## src/rtl/char_disp_pixel_engine_if.sv

```systemverilog
// Text-mode pixel engine signal bundle: timing-generator inputs, cursor/scroll
// configuration, frame-buffer and char-ROM read ports, and the video outputs.
interface char_disp_pixel_engine_if #(
  parameter int COLOR_W = 4,
  parameter int CODE_W  = 8,
  parameter int GLYPH_H = 16,
  parameter int COLS    = 100,
  parameter int ROWS    = 37,
  parameter int ADDR_W  = 12
);
  localparam int RW = $clog2(ROWS);
  localparam int CW = $clog2(COLS);
  localparam int GW = $clog2(GLYPH_H);
  localparam int FW = 6 * COLOR_W + CODE_W;

  logic               display_on;
  logic               h_sync_in;
  logic               v_sync_in;
  logic               frame_start;
  logic [RW-1:0]      scroll_row;
  logic               cursor_en;
  logic [CW-1:0]      cursor_col;
  logic [RW-1:0]      cursor_row;
  logic [ADDR_W-1:0]  fb_addr;
  logic [FW-1:0]      fb_rdata;
  logic [CODE_W-1:0]  rom_code;
  logic [GW-1:0]      rom_row;
  logic [7:0]         rom_data;
  logic [COLOR_W-1:0] vga_red;
  logic [COLOR_W-1:0] vga_green;
  logic [COLOR_W-1:0] vga_blue;
  logic               vga_hsync;
  logic               vga_vsync;
  logic               de_out;

  // Engine side
  modport slave (
    input  display_on, h_sync_in, v_sync_in, frame_start,
    input  scroll_row, cursor_en, cursor_col, cursor_row,
    input  fb_rdata, rom_data,
    output fb_addr, rom_code, rom_row,
    output vga_red, vga_green, vga_blue, vga_hsync, vga_vsync, de_out
  );

  // Timing generator / memories / display side
  modport master (
    output display_on, h_sync_in, v_sync_in, frame_start,
    output scroll_row, cursor_en, cursor_col, cursor_row,
    output fb_rdata, rom_data,
    input  fb_addr, rom_code, rom_row,
    input  vga_red, vga_green, vga_blue, vga_hsync, vga_vsync, de_out
  );
endinterface

```

## src/rtl/char_disp_pixel_engine.sv

```systemverilog
// Text-mode pixel engine: walks the cell grid, fetches cell words and glyph
// rows, and emits fg/bg colour with vertical scroll and a blinking underline
// cursor. Pipeline: T0 fb_addr, T1 rom fetch, T2 pixel select, T3 RGB out.
module char_disp_pixel_engine #(
  parameter int COLOR_W         = 4,
  parameter int CODE_W          = 8,
  parameter int GLYPH_H         = 16,
  parameter int COLS            = 100,
  parameter int ROWS            = 37,
  parameter int ADDR_W          = 12,
  parameter int BLINK_FRAMES    = 30,
  parameter int SYNC_ACTIVE_LOW = 1
) (
  input  logic pixclk,
  input  logic reset_pix_n,
  char_disp_pixel_engine_if.slave bus
);
  localparam int GW  = $clog2(GLYPH_H);
  localparam int CCW = $clog2(COLS + 1);   // col counter may reach COLS
  localparam int RCW = $clog2(ROWS + 1);   // row counter may reach ROWS
  localparam int BW  = $clog2(BLINK_FRAMES + 1);
  localparam int CHW = 3 * COLOR_W;
  localparam int FW  = 6 * COLOR_W + CODE_W;

  localparam logic [CCW-1:0]    L_COLS  = CCW'(COLS);
  localparam logic [RCW-1:0]    L_ROWS  = RCW'(ROWS);
  localparam logic [GW-1:0]     L_GMAX  = GW'(GLYPH_H - 1);
  localparam logic [GW-1:0]     L_GCUR  = GW'(GLYPH_H - 2);
  localparam logic [ADDR_W-1:0] L_ACOLS = ADDR_W'(COLS);
  localparam logic [ADDR_W-1:0] L_AEND  = ADDR_W'(COLS * ROWS);
  localparam logic [BW-1:0]     L_BMAX  = BW'(BLINK_FRAMES - 1);

  logic [2:0]        r_px;
  logic [CCW-1:0]    r_col;
  logic [GW-1:0]     r_gy;
  logic [RCW-1:0]    r_row;
  logic [ADDR_W-1:0] r_row_base;
  logic [ADDR_W-1:0] r_addr_hold;
  logic              r_frame_valid;
  logic              r_de_prev;
  logic              r_cur_en;
  logic [CCW-1:0]    r_cur_col;
  logic [RCW-1:0]    r_cur_row;
  logic [BW-1:0]     r_bcnt;
  logic              r_bphase;
  logic              r_blink;
  logic              r_v1, r_v2, r_hit1, r_hit2;
  logic [2:0]        r_px1, r_px2;
  logic [GW-1:0]     r_gy1;
  logic [CHW-1:0]    r_fg, r_bg, r_rgb;
  logic [2:0]        r_de_d, r_hs_d, r_vs_d;

  logic              w_fall;
  logic              w_in_area;
  logic              w_v0;
  logic              w_hit0;
  logic              w_on;
  logic [ADDR_W-1:0] w_cur_addr;
  logic [ADDR_W-1:0] w_base_load;
  logic [ADDR_W-1:0] w_base_next;

  assign w_fall      = r_de_prev & ~bus.display_on;
  assign w_in_area   = r_frame_valid & (r_col < L_COLS) & (r_row < L_ROWS);
  assign w_cur_addr  = r_row_base + ADDR_W'(r_col);
  assign w_base_load = (RCW'(bus.scroll_row) < L_ROWS) ? ADDR_W'(bus.scroll_row) * L_ACOLS : '0;
  assign w_base_next = r_row_base + L_ACOLS;
  assign w_v0        = bus.display_on & w_in_area;
  assign w_hit0      = r_cur_en & r_blink & (r_col == r_cur_col) & (r_row == r_cur_row)
                       & (r_gy >= L_GCUR);
  assign w_on        = bus.rom_data[r_px2] | r_hit2;

  assign bus.fb_addr   = w_in_area ? w_cur_addr : r_addr_hold;
  assign bus.rom_code  = bus.fb_rdata[CODE_W-1:0];
  assign bus.rom_row   = r_gy1;
  assign bus.vga_red   = r_rgb[CHW-1 -: COLOR_W];
  assign bus.vga_green = r_rgb[2*COLOR_W-1 -: COLOR_W];
  assign bus.vga_blue  = r_rgb[COLOR_W-1:0];
  assign bus.de_out    = r_de_d[2];
  assign bus.vga_hsync = (SYNC_ACTIVE_LOW != 0) ? ~r_hs_d[2] : r_hs_d[2];
  assign bus.vga_vsync = (SYNC_ACTIVE_LOW != 0) ? ~r_vs_d[2] : r_vs_d[2];

  // Screen position counters; frame_start overrides line-end and pixel advance
  always_ff @(posedge pixclk) begin
    if (!reset_pix_n) begin
      r_px          <= '0;
      r_col         <= '0;
      r_gy          <= '0;
      r_row         <= '0;
      r_row_base    <= '0;
      r_frame_valid <= 1'b0;
      r_de_prev     <= 1'b0;
    end else begin
      r_de_prev <= bus.display_on;
      if (bus.frame_start) begin
        r_px          <= '0;
        r_col         <= '0;
        r_gy          <= '0;
        r_row         <= '0;
        r_row_base    <= w_base_load;
        r_frame_valid <= 1'b1;
      end else if (w_fall) begin
        r_px  <= '0;
        r_col <= '0;
        if (r_gy == L_GMAX) begin
          r_gy       <= '0;
          r_row_base <= (w_base_next == L_AEND) ? '0 : w_base_next;
          if (r_row != L_ROWS) r_row <= r_row + 1'b1;
        end else begin
          r_gy <= r_gy + 1'b1;
        end
      end else if (bus.display_on) begin
        r_px <= r_px + 1'b1;
        if (r_px == 3'd7 && r_col != L_COLS) r_col <= r_col + 1'b1;
      end
    end
  end

  // Cursor config capture and blink phase, both advanced once per frame
  always_ff @(posedge pixclk) begin
    if (!reset_pix_n) begin
      r_cur_en  <= 1'b0;
      r_cur_col <= '0;
      r_cur_row <= '0;
      r_bcnt    <= '0;
      r_bphase  <= 1'b0;
      r_blink   <= 1'b0;
    end else if (bus.frame_start) begin
      r_cur_en  <= bus.cursor_en & (CCW'(bus.cursor_col) < L_COLS)
                   & (RCW'(bus.cursor_row) < L_ROWS);
      r_cur_col <= CCW'(bus.cursor_col);
      r_cur_row <= RCW'(bus.cursor_row);
      r_blink   <= r_bphase;
      if (r_bcnt == L_BMAX) begin
        r_bcnt   <= '0;
        r_bphase <= ~r_bphase;
      end else begin
        r_bcnt <= r_bcnt + 1'b1;
      end
    end
  end

  // Last in-area address, presented while outside the text area
  always_ff @(posedge pixclk) begin
    if (!reset_pix_n) r_addr_hold <= '0;
    else if (w_in_area) r_addr_hold <= w_cur_addr;
  end

  // T1/T2/T3 pixel pipeline plus matching sync/de delay lines
  always_ff @(posedge pixclk) begin
    if (!reset_pix_n) begin
      r_v1   <= 1'b0;
      r_v2   <= 1'b0;
      r_hit1 <= 1'b0;
      r_hit2 <= 1'b0;
      r_px1  <= '0;
      r_px2  <= '0;
      r_gy1  <= '0;
      r_fg   <= '0;
      r_bg   <= '0;
      r_rgb  <= '0;
      r_de_d <= '0;
      r_hs_d <= '0;
      r_vs_d <= '0;
    end else begin
      r_v1   <= w_v0;
      r_hit1 <= w_hit0;
      r_px1  <= r_px;
      r_gy1  <= r_gy;
      r_v2   <= r_v1;
      r_hit2 <= r_hit1;
      r_px2  <= r_px1;
      r_fg   <= bus.fb_rdata[FW-1 -: CHW];
      r_bg   <= bus.fb_rdata[CODE_W +: CHW];
      r_rgb  <= r_v2 ? (w_on ? r_fg : r_bg) : '0;
      r_de_d <= {r_de_d[1:0], bus.display_on};
      r_hs_d <= {r_hs_d[1:0], bus.h_sync_in};
      r_vs_d <= {r_vs_d[1:0], bus.v_sync_in};
    end
  end
endmodule
```

## src/flat_wrapper.sv

```systemverilog
// flat-port wrapper written by rule: the top's interface ports become plain ports
module char_disp_pixel_engine_flat 
#(
  parameter int COLOR_W         = 4,
  parameter int CODE_W          = 8,
  parameter int GLYPH_H         = 16,
  parameter int COLS            = 100,
  parameter int ROWS            = 37,
  parameter int ADDR_W          = 12,
  parameter int BLINK_FRAMES    = 30,
  parameter int SYNC_ACTIVE_LOW = 1
)
  (pixclk, reset_pix_n, bus_display_on, bus_h_sync_in, bus_v_sync_in, bus_frame_start, bus_scroll_row, bus_cursor_en, bus_cursor_col, bus_cursor_row, bus_fb_rdata, bus_rom_data, bus_fb_addr, bus_rom_code, bus_rom_row, bus_vga_red, bus_vga_green, bus_vga_blue, bus_vga_hsync, bus_vga_vsync, bus_de_out);
  char_disp_pixel_engine_if #(.COLOR_W(COLOR_W), .CODE_W(CODE_W), .GLYPH_H(GLYPH_H), .COLS(COLS), .ROWS(ROWS), .ADDR_W(ADDR_W)) bus_i ();
  input  logic pixclk;
  input  logic reset_pix_n;
  input wire logic [$bits(bus_i.display_on)-1:0] bus_display_on;
  input wire logic [$bits(bus_i.h_sync_in)-1:0] bus_h_sync_in;
  input wire logic [$bits(bus_i.v_sync_in)-1:0] bus_v_sync_in;
  input wire logic [$bits(bus_i.frame_start)-1:0] bus_frame_start;
  input wire logic [$bits(bus_i.scroll_row)-1:0] bus_scroll_row;
  input wire logic [$bits(bus_i.cursor_en)-1:0] bus_cursor_en;
  input wire logic [$bits(bus_i.cursor_col)-1:0] bus_cursor_col;
  input wire logic [$bits(bus_i.cursor_row)-1:0] bus_cursor_row;
  input wire logic [$bits(bus_i.fb_rdata)-1:0] bus_fb_rdata;
  input wire logic [$bits(bus_i.rom_data)-1:0] bus_rom_data;
  output wire logic [$bits(bus_i.fb_addr)-1:0] bus_fb_addr;
  output wire logic [$bits(bus_i.rom_code)-1:0] bus_rom_code;
  output wire logic [$bits(bus_i.rom_row)-1:0] bus_rom_row;
  output wire logic [$bits(bus_i.vga_red)-1:0] bus_vga_red;
  output wire logic [$bits(bus_i.vga_green)-1:0] bus_vga_green;
  output wire logic [$bits(bus_i.vga_blue)-1:0] bus_vga_blue;
  output wire logic [$bits(bus_i.vga_hsync)-1:0] bus_vga_hsync;
  output wire logic [$bits(bus_i.vga_vsync)-1:0] bus_vga_vsync;
  output wire logic [$bits(bus_i.de_out)-1:0] bus_de_out;
  assign bus_i.display_on = bus_display_on;
  assign bus_i.h_sync_in = bus_h_sync_in;
  assign bus_i.v_sync_in = bus_v_sync_in;
  assign bus_i.frame_start = bus_frame_start;
  assign bus_i.scroll_row = bus_scroll_row;
  assign bus_i.cursor_en = bus_cursor_en;
  assign bus_i.cursor_col = bus_cursor_col;
  assign bus_i.cursor_row = bus_cursor_row;
  assign bus_i.fb_rdata = bus_fb_rdata;
  assign bus_i.rom_data = bus_rom_data;
  assign bus_fb_addr = bus_i.fb_addr;
  assign bus_rom_code = bus_i.rom_code;
  assign bus_rom_row = bus_i.rom_row;
  assign bus_vga_red = bus_i.vga_red;
  assign bus_vga_green = bus_i.vga_green;
  assign bus_vga_blue = bus_i.vga_blue;
  assign bus_vga_hsync = bus_i.vga_hsync;
  assign bus_vga_vsync = bus_i.vga_vsync;
  assign bus_de_out = bus_i.de_out;
  char_disp_pixel_engine #(.COLOR_W(COLOR_W), .CODE_W(CODE_W), .GLYPH_H(GLYPH_H), .COLS(COLS), .ROWS(ROWS), .ADDR_W(ADDR_W), .BLINK_FRAMES(BLINK_FRAMES), .SYNC_ACTIVE_LOW(SYNC_ACTIVE_LOW)) u_core (.pixclk(pixclk), .reset_pix_n(reset_pix_n), .bus(bus_i));
endmodule
```

## config.mk

```make
export PLATFORM = sky130hd
export DESIGN_NAME = char_disp_pixel_engine_flat
export DESIGN_NICKNAME = d
export VERILOG_FILES = /design/src/rtl/char_disp_pixel_engine_if.sv /design/src/rtl/char_disp_pixel_engine.sv /design/src/flat_wrapper.sv
export SDC_FILE = /design/constraint.sdc
export NUM_CORES = 1
export LEC_CHECK = 0
export BUFFER_PORTS_ARGS = -buffer_cell sky130_fd_sc_hd__buf_2
export CAP_MARGIN = 30
export CORE_ASPECT_RATIO = 1.4
export CORE_UTILIZATION = 60
export DETAILED_ROUTE_END_ITERATION = 12
export GPL_ROUTABILITY_DRIVEN = 0
export PLACE_DENSITY = 0.95
export RECOVER_POWER = 100
export SYNTH_ARGS = -nofsm -noshare
export SYNTH_HDL_FRONTEND = slang
export SYNTH_SLANG_ARGS = --single-unit
```

## constraint.sdc

```tcl
create_clock -name pixclk -period 5.09 [get_ports pixclk]
set_input_delay 1.018 -clock pixclk [delete_from_list [all_inputs] [get_ports pixclk]]
set_output_delay 1.018 -clock pixclk [all_outputs]
set_load 0.01 [all_outputs]
```

==> results of run 1 <==
[metal layers]
metal / part of all wire, % / vias to the layer above
li1: - / 2310
met1: 39 / 2304
met2: 52 / 221
met3: 6.0 / 40
met4: 3.1 / 0
met5: 0 / -
[cell families (layout without fill, tap and decap cells)]
| kind of cell | after synthesis | in the layout | synth area share, % |
|---|---|---|---|
| muxes | 35 | 35 | 6.428 |
| adders and majority gates | 43 | 43 | 9.220 |
| xor gates and xnor gates | 42 | 42 | 6.217 |
| buffers and inverters | 62 | 149 | 5.181 |
| and+or+nand+nor | 202 | 202 | 18.04 |
| DFF | 123 | 123 | 41.62 |
| other | 1 | 1 | 0.06338 |
| AOI/OAI and AO/OA | 110 | 110 | 13.24 |
[report_power, final]
group	switching (mW)	internal [mW]
Combinational	0.155	0.126
Clock	0.455	0.679
Sequential	0.0357	1.00
[registers in the layout, indices dropped and copies added (netlist names), 3 cells and up]
register,cells
u_core.r_col,7
u_core.r_bcnt,5
u_core.r_px1,3
u_core.r_vs_d,3
u_core.r_addr_hold,12
u_core.r_bg,12
u_core.r_row_base,10
u_core.bus.rom_row,4
u_core.r_rgb,12
u_core.r_px2,3
u_core.r_fg,12
u_core.r_px,3
u_core.r_row,6
u_core.r_cur_col,7
u_core.r_de_d,3
u_core.r_hs_d,3
u_core.r_gy,4
u_core.r_cur_row,6
[per-stage QoR]
step	area, um^2	utilization, %	total power, mW
floorplan	5917	-	1.255
global placement	6329	66.54	1.311
detailed placement	6356	66.82	1.333
CTS	6923	72.78	2.459
global route	6859	72.11	2.538
finish	6859	72.11	2.452
[cells in the mapped netlist, drive strengths merged (6+ instances only)]
library cell,count,area (um^2)
a31oi,8,50.05
nand3,15,75.07
xor2,16,140.1
nand4,12,75.07
o2111ai,6,52.55
buf,23,160.1
a21oi,30,150.1
nand2,23,86.33
xnor2,26,227.7
inv,25,93.84
dfxtp,123,2462
o211ai,6,45.04
a21o,6,45.04
a22oi,6,45.04
nor2,63,236.5
and2,49,306.5
mux2i,29,290.3
clkbuf,13,48.80
a211oi,10,112.6
ha,42,525.5
o21ai,14,70.07
[cell type report]
class	count	share of cell area, %
multi-input cells	433	45.51
flip-flops and latches	123	35.90
repair buffers	91	6.494
clock buffers	17	6.202
well taps	132	2.408
clock inverters	15	2.061
inverters	26	1.423
[critical path: stages]
cell	delay, ns
buf_2	0.07
clkbuf_1	1.33
clkinv_1	1.05
buf_4	0.49
nor2_1	0.14
o2111ai_1	0.14
o221ai_1	0.09
[how the worst max path moves through the flow]
stage / from / endpoint / slack, ns
2_1_floorplan: bus_scroll_row[1] / u_core.r_row_base[10]$_SDFFE_PN0P_ / 1.97
3_3_place_gp: bus_scroll_row[1] / u_core.r_row_base[10]$_SDFFE_PN0P_ / 1.76
3_5_place_dp: bus_scroll_row[1] / u_core.r_row_base[10]$_SDFFE_PN0P_ / 1.64
4_1_cts: u_core.r_row_base[4]$_SDFFE_PN0P_ / bus_fb_addr[11] / 1.51
5_1_grt: reset_pix_n / u_core.r_addr_hold[7]$_SDFF_PN0_ / 0.73
6_report: reset_pix_n / u_core.r_addr_hold[7]$_SDFF_PN0_ / 1.07
==> results.cfg, run 1 <==
[status]
status = finished, violations left
violations = max-capacitance violations, max-slew violations

[logic_synthesis]
synthFlopType = dfxtp_1
synth_edf_count = 0
yosysWarnings = 0
ys_seq_area_share_pct = 41.62
ys_ff_latch = 123
syn_area_um2 = 5917
synth.distinct_cells = 64
syn-num-nets = 727
synth_area_per_cell_um2 = 9.574
syn_inst = 618
async_flop_share_pct = 0

[routing]
via_per_inst = 5.824
drtIter0Drc = 279
final_antenna_net_count = 0
post-route-drc-count = 0
vias = 4875
wl_um = 13530
wire_per_inst_um = 16.16
drtPass1Iterations = 6

[worst_setup_path]
timing.rr.start = u_core.r_row[0]$_SDFFE_PP0P_
crit_required_ns = 5.42
crit_path_start_kind = input pin
critPathKind = in2reg
ff2ff_setup_slack_ns = 2.49
r2r-end = u_core.r_addr_hold[5]$_SDFF_PN0_
reg2reg_depth = 8
path_max_fanout = 56
cp.arrival_ns = 4.35
end_kind = flop

[sta]
worst_hold_slack_ns = 0.4341
fin_skew_ns = 0.007358
setup_viol = 0
worst_pin_slew_ns = 1.868
hold_violations = 0
fmax_mhz = 249.0
slew_violations = 57
post-route-period-util_pct = 78.90
rsz0062_at_grt = false
fin_setup_tns_ns = 0
layout_setup_ws_ns = 1.074
period_needed_ns = 4.016
slew_headroom_pct = -24.53

[global_routing]
grt_use_met1_pct = 29.32
grt_overflow = 0
grt.busiest_layer = met2
met3_usage_pct = 7.221
track_usage_pct = 27.35
antenna_found_initial = 0
grt_pass1_wl_um = 22030
grt_pass1_vias = 4849
grt_max_degree = 57
met2_usage_pct = 49.01

[cells_and_area]
nNetsFinal = 801
regArea_um2 = 2462
fillers = 673
drive_above_1_share_pct = 15.32
layout_commonest_cell = dfxtp_1
instances_no_fill = 837
area_growth_pct = 15.92
multi_input_area_um2 = 3122
layout_common_cells = dfxtp_1, nor2_1, buf_2, ha_1, a21oi_1
antennaDiodeCount = 0

[clock_tree]
ctsResizeCount = 0
clkSinkCount = 123
htree_levels = 4
clk_pin_slew_worst_paths_ns = 0.05
cts-buffers-inserted = 17
postCtsSetupRepairBufs = 0
clk_latency_ns = 0.42
ctsHoldBuffers = 0
cts-root-buf = clkbuf_16
clockBufferDepth = 2
cts_tree = done

[placed_design]
place_ws_ns = 1.642
place_hpwl_um = 9431
dp_cells = 805
port_buffers = 88

[hold_path]
hold_path_depth = 1
hold_start = u_core.r_v1$_SDFF_PN0_
hold_path_end = u_core.r_v2$_SDFF_PN0_
hp-class = reg2reg

[job]
cap_violations = 1

[floorplan]
core_region_area_um2 = 9512
num_rows = 42
die_w_um = 85.93
dieArea_um2 = 10270
pin_count = 105
die_y_um = 119.5
start_util_pct = 62.21

[power_and_ir_drop]
powerDensity_nw_per_um2 = 357.4
peakVddDrop_uv = 235.5
power_leakage_nw = 2.891
No activity file was read; power rests on OpenSTA's default activity.
==> run 2: changes to the inputs <==
Settings changed: CORE_UTILIZATION 60 to 51, PLACE_DENSITY 0.95 to 0.88.
Clock period 5.09 ns to 3.22 ns, I/O delays scaled along.
==> run 2 against run 1 <==
  * The flow now finishes without violations
  * Clock power rose by 73%
  * Die area rose by 17%
  * Setup slack got worse by 0.94 ns
  * Core utilization decreased by 11 points
  * Combinational power grew 57%
  * Clock skew decreased by 0.00065 ns
  * Power is 64% higher
  * Register-to-register slack worse by 1.7 ns
  * Wire length decreased by 4.6%
  * First-iteration DRC count down 3.6%
  * Hold slack worse by 0.0049 ns
  * Critical path type is now reg2out
  * Largest power group unchanged
==> results.cfg, run 2 (synthesis results as in run 1) <==
[worst_setup_path]
crit_path_start_kind = flop
cp.arrival_ns = 2.44
critPathKind = reg2out
end_kind = output port
path_max_fanout = 7
crit_required_ns = 2.58

[sta]
rsz0062_at_grt = false
post-route-period-util_pct = 95.90
worst_hold_slack_ns = 0.4291
slew_headroom_pct = 38.57
worst_pin_slew_ns = 0.9214
slew_violations = 0
layout_setup_ws_ns = 0.1319
fin_skew_ns = 0.006708
fmax_mhz = 323.8
fin_setup_tns_ns = 0
hold_violations = 0
setup_viol = 0
period_needed_ns = 3.088

[clock_tree]
clk_latency_ns = 0.41
postCtsSetupRepairBufs = 0
cts_tree = done
cts-root-buf = clkbuf_16
clockBufferDepth = 2
clkSinkCount = 123
htree_levels = 4
clk_pin_slew_worst_paths_ns = 0.05
cts-buffers-inserted = 17

[routing]
drtPass1Iterations = 5
wl_um = 12900
wire_per_inst_um = 15.09
vias = 4802
drtIter0Drc = 269
final_antenna_net_count = 0
post-route-drc-count = 0
via_per_inst = 5.616

[global_routing]
antenna_found_initial = 0
track_usage_pct = 22.42
met3_usage_pct = 5.751
grt_pass1_vias = 4744
grt_use_met1_pct = 23.95
grt_overflow = 0
grt_max_degree = 56
met2_usage_pct = 40.14
grt.busiest_layer = met2
grt_pass1_wl_um = 21330

[cells_and_area]
area_growth_pct = 17.97
layout_commonest_cell = dfxtp_1
layout_common_cells = dfxtp_1, nor2_1, buf_2, ha_1, clkbuf_1
fin_area_um2 = 6980
antennaDiodeCount = 0
nNetsFinal = 807
drive_above_1_share_pct = 16.17
final_util_pct = 61.56
instances_no_fill = 855

[floorplan]
core_region_area_um2 = 11340
pin_count = 105
dieArea_um2 = 12040
start_util_pct = 52.18
die_y_um = 129.4
die_w_um = 93.04
num_rows = 46

[power_and_ir_drop]
power_leakage_nw = 2.903
powerDensity_nw_per_um2 = 576.5
total_power_mw = 4.024
peakVddDrop_uv = 410.7

[job]
cap_violations = 0

[placed_design]
place_hpwl_um = 9177
post_dp_cell_area_um2 = 6396
port_buffers = 88
dp_cells = 823
place_ws_ns = 0.1458

[status]
status = finished clean

[hold_path]
hp-class = reg2reg
run 2: path summary, 6_finish.rpt:
kind              slack [ns]                          to  depth (start not counted)                         start
setup / recovery        0.13             bus_fb_addr[11]                          7  u_core.r_col[3]$_SDFFE_PP0P_
hold / removal          0.43  u_core.r_px2[2]$_SDFF_PN0_                          1    u_core.r_px1[2]$_SDFF_PN0_
setup reg to reg        0.81  u_core.r_rgb[9]$_SDFF_PN0_                          6    u_core.r_px2[0]$_SDFF_PN0_
hold reg to reg         0.43  u_core.r_px2[2]$_SDFF_PN0_                          1    u_core.r_px1[2]$_SDFF_PN0_
run 2: final cells by class:
| type | instances | area [um^2] |
|---|---|---|
| fillers | 921 | 4358 |
| repair buffers | 97 | 457.9 |
| multi-input cells | 433 | 3161 |
| flip-flops and latches | 123 | 2465 |
| well taps | 144 | 180.2 |
| clock inverters | 13 | 166.4 |
| clock buffers | 19 | 452.9 |
| inverters | 26 | 97.59 |
run 2: power by group:
group          internal [mW]  switching [mW]  total [mW]
Combinational          0.201           0.239       0.440
Clock                   1.26           0.686        1.95
Sequential              1.58          0.0547        1.64
Total                   3.04           0.980        4.02
run 2: worst max-delay path, cell delays in order, from the launching register on:
cell	delay [ns]
dfxtp_1	0.42
ha_4	0.35
a21oi_1	0.07
o21bai_2	0.19
a211oi_2	0.13
or4_1	0.50
a31oi_1	0.19
clkbuf_1	0.18
run 2: what timing repair did:
item / 4_1_cts / 5_1_grt
setup endpoints to repair: 0 / 2
hold buffers: 0 / 0
resized for setup: 0 / 5
run 2: metal layers:
metal,vias to the layer above,wire (um)
met3,42,783
met2,185,6523
met5,-,0
met1,2248,5225
li1,2327,-
met4,0,369
==> run 3: changes to the inputs <==
Settings changed: RECOVER_POWER 100 to 50.
==> run 3 against run 2 <==
  * Via count is 0.17% lower
  * Power rose by 0.25%
  * Hold slack about the same
  * Fmax increased by 1.3%
  * Flip-flop and latch count did not move
  * Cell count is the same
  * Die area stayed put
  * Highest routed layer unchanged
==> results.cfg, run 3 (synthesis results as in run 1) <==
[status]
status = finished clean

[global_routing]
grt_pass1_wl_um = 21330
grt_pass1_vias = 4744
grt_overflow = 0
grt_max_degree = 56
track_usage_pct = 22.42
antenna_found_initial = 0

[sta]
fin_setup_tns_ns = 0
worst_pin_slew_ns = 0.9498
fin_skew_ns = 0.007238
fmax_mhz = 327.9
period_needed_ns = 3.049
slew_headroom_pct = 36.68
post-route-period-util_pct = 94.70
worst_hold_slack_ns = 0.4291
hold_violations = 0
slew_violations = 0
rsz0062_at_grt = false
layout_setup_ws_ns = 0.1705
setup_viol = 0

[floorplan]
num_rows = 46
pin_count = 105
die_w_um = 93.04
core_region_area_um2 = 11340
start_util_pct = 52.18
dieArea_um2 = 12040
die_y_um = 129.4

[placed_design]
port_buffers = 88
post_dp_cell_area_um2 = 6396
place_hpwl_um = 9177
place_ws_ns = 0.1458

[clock_tree]
postCtsSetupRepairBufs = 0
clk_latency_ns = 0.41
clockBufferDepth = 2
clkSinkCount = 123
clk_pin_slew_worst_paths_ns = 0.05
cts_tree = done
cts-buffers-inserted = 17
htree_levels = 4
cts-root-buf = clkbuf_16

[worst_setup_path]
cp-startpoint = u_core.r_col[3]$_SDFFE_PP0P_
path_max_fanout = 7
critPathKind = reg2out
r2r-end = u_core.r_row_base[6]$_SDFFE_PN0P_
crit_required_ns = 2.58
timing.rr.start = u_core.r_gy[1]$_SDFFE_PP0P_
ff2ff_setup_slack_ns = 0.95
cp-endpoint = bus_fb_addr[11]
reg2reg_depth = 6
cp.arrival_ns = 2.41
crit_path_start_kind = flop
end_kind = output port

[cells_and_area]
layout_commonest_cell = dfxtp_1
regArea_um2 = 2465
fin_area_um2 = 7036
nNetsFinal = 807
multi_input_area_um2 = 3178
antennaDiodeCount = 0
drive_above_1_share_pct = 20.53
area_growth_pct = 18.90
layout_common_cells = dfxtp_1, buf_2, nor2_1, ha_1, and2_1
fillers = 901

[power_and_ir_drop]
total_power_mw = 4.034
power_leakage_nw = 3.019
peakVddDrop_uv = 409.7
powerDensity_nw_per_um2 = 573.4

[routing]
post-route-drc-count = 0
via_per_inst = 5.607
final_antenna_net_count = 0
wire_per_inst_um = 15.07
drtPass1Iterations = 5
drtIter0Drc = 287
vias = 4794
wl_um = 12890

[hold_path]
hp-class = reg2reg

[job]
cap_violations = 0
==> run 3: worst min-delay path by stage <==
stage                                  endpoint                        start  slack (ns)  cells past startpoint
floorplan           u_core.r_de_d[2]$_SDFF_PN0_  u_core.r_de_d[1]$_SDFF_PN0_        0.41                      1
global placement    u_core.r_vs_d[2]$_SDFF_PN0_  u_core.r_vs_d[1]$_SDFF_PN0_        0.42                      1
detailed placement   u_core.r_px2[2]$_SDFF_PN0_   u_core.r_px1[2]$_SDFF_PN0_        0.42                      1
CTS                   u_core.r_fg[1]$_SDFF_PN0_             bus_fb_rdata[21]        0.42                      2
global route         u_core.r_fg[11]$_SDFF_PN0_             bus_fb_rdata[31]        0.43                      2
finish               u_core.r_px2[2]$_SDFF_PN0_   u_core.r_px1[2]$_SDFF_PN0_        0.43                      1
==> run 3: where the power goes <==
part	switching, mW	internal [mW]	leakage, nW	total, mW
Combinational	0.240	0.206	1.72	0.446
Sequential	0.0547	1.58	1.01	1.64
Clock	0.690	1.26	0.296	1.95
==> run 3: cell type report <==
cell class / instances / share of cell area [%]
clock buffer: 19 / 6.438
multi-input combinational: 433 / 45.17
sequential: 123 / 35.03
clock inverter: 13 / 2.365
timing repair buffer: 97 / 7.042
inverter: 26 / 1.387
tap: 144 / 2.561
==> run 3: critical path, cell delays in order, from the launching register on <==
cell      delay [ns]
dfxtp_1         0.42
ha_4            0.35
a21oi_1         0.07
o21bai_2        0.19
a211oi_2        0.13
or4_1           0.50
a31oi_1         0.18
buf_2           0.15
==> run 3: per-layer routing <==
layer,GRT usage [%],vias to the layer above,share of wire [%],wire length (um)
li1,-,2323,-,-
met1,23.95,2241,40,5196
met2,40.14,189,51,6544
met3,5.751,41,5.8,753
met4,12.13,0,3.0,393
met5,0,-,0,0
==> run 3: repair_timing <==
item / 4_1_cts / 5_1_grt
setup endpoints to repair: 0 / 2
gates resized for setup: 0 / 5
hold buffers: 0 / 0
==> run 3: per-stage QoR <==
stage          utilization [%]  cells
2_1_floorplan                -    618
3_5_place_dp             56.41    823
4_1_cts                  61.87    855
5_1_grt                  62.05    855
6_report                 62.05    855
3_3_place_gp             56.41    823
